File: config.mk
export PLATFORM = sky130hd
export DESIGN_NAME = mult_div_unit
export DESIGN_NICKNAME = d
export VERILOG_FILES = /design/src/rtl/mult_div_unit.sv
export SDC_FILE = /design/constraint.sdc
export NUM_CORES = 1
export LEC_CHECK = 0
export CAP_MARGIN = 20
export CORE_ASPECT_RATIO = 0.9
export CORE_MARGIN = 1.5
export CORE_UTILIZATION = 53
export DETAILED_ROUTE_END_ITERATION = 7
export PLACE_DENSITY_LB_ADDON = 0.1
export SYNTH_ARGS = -nofsm -noshare
export SYNTH_HDL_FRONTEND = slang
export SYNTH_SLANG_ARGS = --single-unit
File: constraint.sdc
create_clock -name clock -period 3.1 [get_ports clock]
set_input_delay 0.93 -clock clock [delete_from_list [all_inputs] [get_ports clock]]
set_output_delay 0.93 -clock clock [all_outputs]
set_load 0.05 [all_outputs]
File: src/rtl/mult_div_unit.sv
// Iterative multiply/divide unit owning the HI/LO register pair.
// Multiply is shift-add and divide is restoring division, one bit per cycle.
// Ports:
//   clock, reset   rising-edge clock, synchronous active-high reset
//   start, op      request an operation (00 MULT, 01 MULTU, 10 DIV, 11 DIVU)
//   a, b           rs / rt operands, sampled only in the start cycle
//   hi_we, lo_we   MTHI / MTLO writes of a, honoured only in IDLE without start
//   busy, done     operation in progress / one-cycle result pulse
//   hi, lo         HI / LO registers
module mult_div_unit #(
  parameter int unsigned WIDTH = 32
) (
  input  logic             clock,
  input  logic             reset,
  input  logic             start,
  input  logic [1:0]       op,
  input  logic [WIDTH-1:0] a,
  input  logic [WIDTH-1:0] b,
  input  logic             hi_we,
  input  logic             lo_we,
  output logic             busy,
  output logic             done,
  output logic [WIDTH-1:0] hi,
  output logic [WIDTH-1:0] lo
);

  localparam int unsigned CW = (WIDTH > 2) ? $clog2(WIDTH) : 1;

  typedef enum logic [1:0] {
    S_IDLE = 2'd0,
    S_CALC = 2'd1,
    S_FIX  = 2'd2
  } state_t;

  state_t state, state_next;

  logic [CW-1:0]    count;
  logic             is_div;
  logic             neg_q;     // product / quotient must be negated
  logic             neg_r;     // remainder must be negated
  logic             div_zero;
  logic [WIDTH-1:0] acc;       // product upper half / partial remainder
  logic [WIDTH-1:0] work;      // multiplier bits / dividend-then-quotient bits
  logic [WIDTH-1:0] opnd;      // |multiplicand| or |divisor|

  // Operand magnitudes for the start cycle; op[0]==0 selects signed ops
  logic             sgn_op;
  logic [WIDTH-1:0] a_mag;
  logic [WIDTH-1:0] b_mag;

  assign sgn_op = ~op[0];
  assign a_mag  = (sgn_op && a[WIDTH-1]) ? WIDTH'(-a) : a;
  assign b_mag  = (sgn_op && b[WIDTH-1]) ? WIDTH'(-b) : b;

  // One multiply step: conditionally add, then shift {carry,acc,work} right
  logic [WIDTH:0] msum;
  assign msum = {1'b0, acc} + (work[0] ? {1'b0, opnd} : '0);

  // One restoring divide step: shift next dividend bit in, subtract if it fits
  logic [WIDTH:0] dshift;
  logic [WIDTH:0] ddiff;
  logic           dfit;
  assign dshift = {acc, work[WIDTH-1]};
  assign ddiff  = dshift - {1'b0, opnd};
  assign dfit   = (dshift >= {1'b0, opnd});

  // Sign correction applied in FIX
  logic [2*WIDTH-1:0] prod_fix;
  logic [WIDTH-1:0]   quo_fix;
  logic [WIDTH-1:0]   rem_fix;
  assign prod_fix = neg_q ? (2*WIDTH)'(-{acc, work}) : {acc, work};
  assign quo_fix  = div_zero ? '1 : (neg_q ? WIDTH'(-work) : work);
  assign rem_fix  = neg_r ? WIDTH'(-acc) : acc;

  // State register
  always_ff @(posedge clock) begin
    if (reset) state <= S_IDLE;
    else       state <= state_next;
  end

  // Next-state logic
  always_comb begin
    state_next = state;
    case (state)
      S_IDLE:  if (start) state_next = S_CALC;
      S_CALC:  if (count == CW'(WIDTH - 1)) state_next = S_FIX;
      S_FIX:   state_next = S_IDLE;
      default: state_next = S_IDLE;
    endcase
  end

  // Datapath and registered outputs
  always_ff @(posedge clock) begin
    if (reset) begin
      count    <= '0;
      is_div   <= 1'b0;
      neg_q    <= 1'b0;
      neg_r    <= 1'b0;
      div_zero <= 1'b0;
      acc      <= '0;
      work     <= '0;
      opnd     <= '0;
      hi       <= '0;
      lo       <= '0;
      busy     <= 1'b0;
      done     <= 1'b0;
    end else begin
      done <= 1'b0;
      case (state)
        S_IDLE: begin
          if (start) begin
            is_div   <= op[1];
            neg_q    <= sgn_op & (a[WIDTH-1] ^ b[WIDTH-1]);
            neg_r    <= sgn_op & a[WIDTH-1];
            div_zero <= op[1] & (b == '0);
            acc      <= '0;
            count    <= '0;
            busy     <= 1'b1;
            // Divide shifts the dividend out of work; multiply shifts the multiplier
            work     <= op[1] ? a_mag : b_mag;
            opnd     <= op[1] ? b_mag : a_mag;
          end else begin
            if (hi_we) hi <= a;
            if (lo_we) lo <= a;
          end
        end
        S_CALC: begin
          count <= count + CW'(1);
          if (is_div) begin
            acc  <= dfit ? ddiff[WIDTH-1:0] : dshift[WIDTH-1:0];
            work <= {work[WIDTH-2:0], dfit};
          end else begin
            acc  <= msum[WIDTH:1];
            work <= {msum[0], work[WIDTH-1:1]};
          end
        end
        S_FIX: begin
          busy <= 1'b0;
          done <= 1'b1;
          if (is_div) begin
            hi <= rem_fix;
            lo <= quo_fix;
          end else begin
            hi <= prod_fix[2*WIDTH-1:WIDTH];
            lo <= prod_fix[WIDTH-1:0];
          end
        end
        default: busy <= 1'b0;
      endcase
    end
  end

endmodule
Yosys cells after proc, flatten, opt, wreduce, memory -nomap -nowiden
Index checks and enable logic that the tools add are counted.
W data, S select, Z words.
{"block": "word_totals", "latchBits": 0, "regBits": 173, "in_bits": 71, "word_cells": 80, "output_inout_bits": 66, "romBits": 0, "mem_count": 0, "ram_bits": 0}
{"block": "classes", "muxes": 32, "shift": 0, "addsub": 8, "bitwise_logic": 6, "multipliers": 0, "n_eq_ne": 8, "n_div": 0, "n_lt_le_gt_ge": 1, "reduce_logical": 12}
{"cell": "$mux W32", "n": 19}
{"cell": "$pmux W32 S2", "n": 4}
{"cell": "$neg A32 Y32", "n": 4}
{"cell": "$mux W64", "n": 1}
{"cell": "$neg A64 Y64", "n": 1}
{"cell": "$add A32 B32 Y33", "n": 1}
{"cell": "$ge A33 B32 Y1", "n": 1}
{"cell": "$logic_not A32 Y1", "n": 1}
{"cell": "$sub A32 B32 Y32", "n": 1}
{"cell": "$ne A2 B2 Y1 const B", "n": 5}
{"cell": "$pmux W5 S2", "n": 1}
{"cell": "$reduce_and A2 Y1", "n": 4}
{"cell": "$reduce_and A3 Y1", "n": 2}
{"cell": "$add A5 B1 Y5 const B", "n": 1}
{"cell": "$eq A5 B5 Y1 const B", "n": 1}
{"cell": "$mux W5", "n": 1}
{"cell": "$mux W2", "n": 2}
{"cell": "$pmux W2 S2", "n": 1}
{"cell": "$reduce_bool A2 Y1", "n": 2}
{"cell": "$and A1 B1 Y1", "n": 3}
{"cell": "$eq A2 B1 Y1 const B", "n": 1}
{"cell": "$eq A2 B2 Y1 const B", "n": 1}
{"cell": "$logic_and A1 B1 Y1", "n": 2}
{"cell": "$logic_not A2 Y1", "n": 1}
{"cell": "4 further kinds", "n": 6}

Longest topological paths before layout
Gate-level depths: netlist of run 1.
{"block": "logic_depth", "depth_word": 6, "depth_mapped": 14, "mapped_depth_nobuf": 13}

Worst setup path after synthesis of run 1
No wires, ideal clock.
{"block": "synth_path", "kind": "register to register", "from": "register work[31]", "to": "register acc[28]", "path_slack_ns": -0.299, "path_stages_with_launch": 14, "t_required_ns": 2.980, "t_arrival_ns": 3.279, "setup_time_ns": 0.120, "n_path_buf": 0, "period_less_slack_ns": 3.399, "cell_sequence": "dfxtp_1 -> inv_1 -> ha_1 -> inv_1 -> fa_1 -> a211oi_1 -> nor2_1 -> o31ai_1 -> nand3_1 -> a221oi_1 -> o211ai_1 -> nand3_1 -> mux2_2 -> a211o_1"}
{"block": "synth_between", "elab_chain_cells": 4, "word_cells_on_any_way": 5, "classes_between": "add/sub: 1; order compare: 1; mux: 3"}
{"element": "from (decl)", "line": "43", "rtl": "logic [WIDTH-1:0] work;"}
{"element": "from (signal assigned)", "line": "120", "rtl": "work <= op[1] ? a_mag : b_mag;"}
{"element": "from (signal assigned)", "line": "131", "rtl": "work <= {work[WIDTH-2:0], dfit};"}
{"element": "from (signal assigned)", "line": "134", "rtl": "work <= {msum[0], work[WIDTH-1:1]};"}
{"element": "$sub A32 B32 Y32 / $ge A33 B32 Y1 (equally long branches)", "line": "64, 65"}
{"element": "$mux W32 (*)", "line": "130", "rtl": "acc <= dfit ? ddiff[WIDTH-1:0] : dshift[WIDTH-1:0];"}
{"element": "$mux W32 (*)", "line": "129", "rtl": "if (is_div) begin"}
{"element": "$pmux W32 S2 (*)", "line": "109", "rtl": "case (state)"}
{"element": "to (signal assigned)", "line": "130"}
{"element": "to (signal assigned)", "line": "133", "rtl": "acc <= msum[WIDTH:1];"}
{"element": "to (decl)", "line": "42", "rtl": "logic [WIDTH-1:0] acc;"}
Every way passes the cells marked *; elsewhere a longest branch is shown, timed or not.
A chain may end at the register's enable or synchronous reset.

Worst setup path in the final report of run 1
{"block": "layout_path", "from": "register work[0]", "to": "register acc[31]"}
{"block": "layout_between", "elab_chain_cells": 4}
{"element": "$mux W32", "line": "57", "rtl": "assign msum = {1'b0, acc} + (work[0] ? {1'b0, opnd} : '0);"}
{"element": "$add A32 B32 Y33", "line": "57"}
{"element": "$mux W32", "line": "129"}
{"element": "$pmux W32 S2", "line": "109"}
Every way passes these cells.

==> results of run 1 <==
where the power goes:
group | internal, W | leakage, nW | switching (W)
sequential | 0.00236 | 1.42 | 0.000124
clock | 0.00108 | 0.258 | 0.00103
combinational | 0.00135 | 6.69 | 0.00173
total | 0.00479 | 8.37 | 0.00289
flip-flops by register name, summed over array words and instances, names as in the netlist:
name	flops
div_zero	1
work	32
acc	32
neg_q	1
lo	32
count	5
busy	1
opnd	32
hi	32
state	2
neg_r	1
done	1
is_div	1
logic make-up after synthesis:
kind of cell             Yosys count  synth area share
AND/OR/NAND/NOR                  600             0.199
XOR/XNOR                         171             0.105
AO/OA/AOI/OAI                    622             0.298
multiplexers                      49            0.0347
flip-flops                       173             0.242
adder cells (fa/ha/maj)           72            0.0640
buffers and inverters            202            0.0576
metrics by stage:
stage,setup TNS [ns],instances,util
finish,-0.257,2639,0.752
detailed placement,-23.48,2574,0.695
floorplan,-0.0870,1889,-
global route,-1.19,2639,0.752
CTS,-0.199,2619,0.730
global placement,-20.23,2574,0.695
worst register-to-register path: cells and delay by family (launching register included):
kind | cells | cell delay (ns)
compound gates | 8 | 1.70
buf+inv | 2 | 0.22
flops | 1 | 0.37
fa+ha+maj | 2 | 0.51
simple gates | 2 | 0.32
layer usage:
layer,vias up,global-route usage,routed length (microns)
li1,7755,-,-
met1,8039,0.530,23200
met2,1083,0.617,25800
met3,188,0.0611,5620
met4,2,0.201,3050
met5,-,0.0145,50
final cells by class:
cell class | instances | share of cell area
multi-input cells | 1514 | 0.542
repair buffers | 511 | 0.221
flip-flops and latches | 173 | 0.176
clock buffers | 21 | 0.0233
well taps | 348 | 0.0220
inverters | 60 | 0.0116
clock inverters | 11 | 0.00437
diodes | 1 | 0.000127
how the worst min path moves through the flow:
stage / from / endpoint / slack [ns] / cells after the start
after floorplan: count[3] / count[3] / 0.43 / 1
after global placement: opnd[8] / opnd[8] / 0.44 / 2
after detailed placement: opnd[29] / opnd[29] / 0.45 / 2
after CTS: opnd[29] / opnd[29] / 0.46 / 2
after global routing: opnd[20] / opnd[20] / 0.49 / 2
final: opnd[30] / opnd[30] / 0.46 / 2
cells in the final DEF, fill, tap and decap left out, types with 29 or more instances in the layout:
| cell type | synthesis | layout |
|---|---|---|
| a221oi_1 | 41 | 37 |
| xnor2_1 | 83 | 81 |
| nand2_1 | 179 | 175 |
| dfxtp_1 | 173 | 165 |
| mux2i_1 | 44 | 44 |
| a222oi_1 | 31 | 31 |
| inv_1 | 59 | 55 |
| buf_4 | 2 | 354 |
| nand3_1 | 32 | 29 |
| clkdlybuf4s50_1 | 0 | 118 |
| o211ai_1 | 43 | 43 |
| nor2_1 | 210 | 208 |
| o21ai_0 | 93 | 77 |
| a211oi_1 | 44 | 38 |
| xor2_1 | 88 | 88 |
| ha_1 | 70 | 61 |
| a21oi_1 | 178 | 160 |
timing repair:
item / CTS / global route
hold endpoints to repair: 0 / 0
pin swaps: 32 / 61
setup buffers: 13 / 19
cloned: 1 / 1
setup endpoints to repair: 35 / 78
resized for setup: 77 / 109
==> run metrics, run 1 <==
hold crit path type reg2reg; maximum fanout along the worst path 3; maxcap violations 0; Post-Syn Instances 1889; P&R area growth vs syn 38.2%; Syn. warnings 0; nets 2420; DR DRC count 1; max incr delay on CP 0.38 ns; FF-to-FF Start work[0]; CP max-delay cell fa_2; Yosys cell types 89; setup slack after layout -0.102 ns; post-synthesis area per instance 7.57 sq um; Rows 56; CORE AREA 26300 sq um; Placed Area 18300 sq um; die area 28000 sq um; WP data arrival 3.57 ns; worst reg-to-reg path cell count 14; failing checks design-rule violations, negative setup slack; H-tree levels 4; buffers added on ports 136; Avg Vias per Cell 6.47; leading area contributor after synthesis dfxtp_1; CP delay by family, top compound AO/OA/AOI/OAI gates; Die W 176 microns; unrepaired setup endpoints after global routing yes; top-area cell type share of the netlist area 0.242; worst skew pair latency 0.45 ns; relative slew slack 0.235; GP Congestion 1.02; largest net degree at the start of global routing 97; IO Pins 137; Detail Route Antenna Nets 0; EDFF count, synth 0; f_max 312 MHz; Num CTS Buffers 17; top-count cell post-synth nor2_1; cell area after synthesis 14300 sq um; root buf cell clkbuf_16; Area contributors post-synth dfxtp_1 24%, a21oi_1 6.2%, ha_1 6.1%, nor2_1 5.5%, xor2_1 5.4%; Power Total 0.00768 W; CP Capture Point acc[31]; Reg2Reg Setup Slack -0.10 ns; first-pass GRT wire length 87.3 mm; period utilization 1.03; final setup vio count 5; area of the multi-input gates 10700 sq um; Post-synth ARST share 0; Die Y 159 microns; initial DRC count 2019; pre-CTS setup slack -0.630 ns; DRT Pass-1 Iters 8; synthesized flop and latch total 173; Final Max Slew Viols 0; hold slack 0.457 ns; hold-fix buffers at CTS 0; Buf/Inv on CP 2; Tmin final 3.20 ns; P_leak 8.37 nW; Via Count 17067; fraction of layout cells with a size suffix above 1 0.244; Setup CP Type reg2reg; Total GRT Usage 0.397; Fillers 2076; antenna violations before repair 1; register area 3480 sq um; Critical path origin work[0]; CP endpoint kind flip-flop; Worst Skew 0.0108 ns; final count of hold timing violations 0; most frequent cells after synthesis 210 x nor2_1, 179 x nand2_1, 178 x a21oi_1, 173 x dfxtp_1, 117 x clkbuf_1; Slew @ Worst Pin 1.15 ns; routed len/inst 21.9 microns; Worst Path Required 3.47 ns; final wirelength 57.7 mm; initial cell density of the core 0.544; TritonCTS clock tree built; r2r endpoint acc[31]; sequential fraction of the synthesis area 0.242; status finished with violations; Synth Flop Type dfxtp_1; clock transition at the registers of the reported paths 0.07 ns; Final Cell Area 19800 sq um; clock sinks 173; vias in the first global route 15929; critical path depth 14; critical path launch point type flip-flop; DP HPWL 42.5 mm; cells along the critical path and2_4, ha_4, inv_2, fa_2, nor2b_4, o2111ai_4, a311oi_2, buf_4, o31ai_4, o21a_4, a211oi_4, o31ai_2, a211o_1, a221oi_2; worst IR drop on VDD 426 uV; Longest Clk Path Bufs 2; grt total ovfl 0; P per Cell Area 388 nW/um^2; nets in the synthesized netlist 2032
Power figures use the tool's default switching activity.
==> inputs of run 2 (changes only) <==
- CTS_CLUSTER_SIZE: not set -> 25
==> results of run 2 <==
No change in the layout: final DEF, timing and power equal those of run 1.
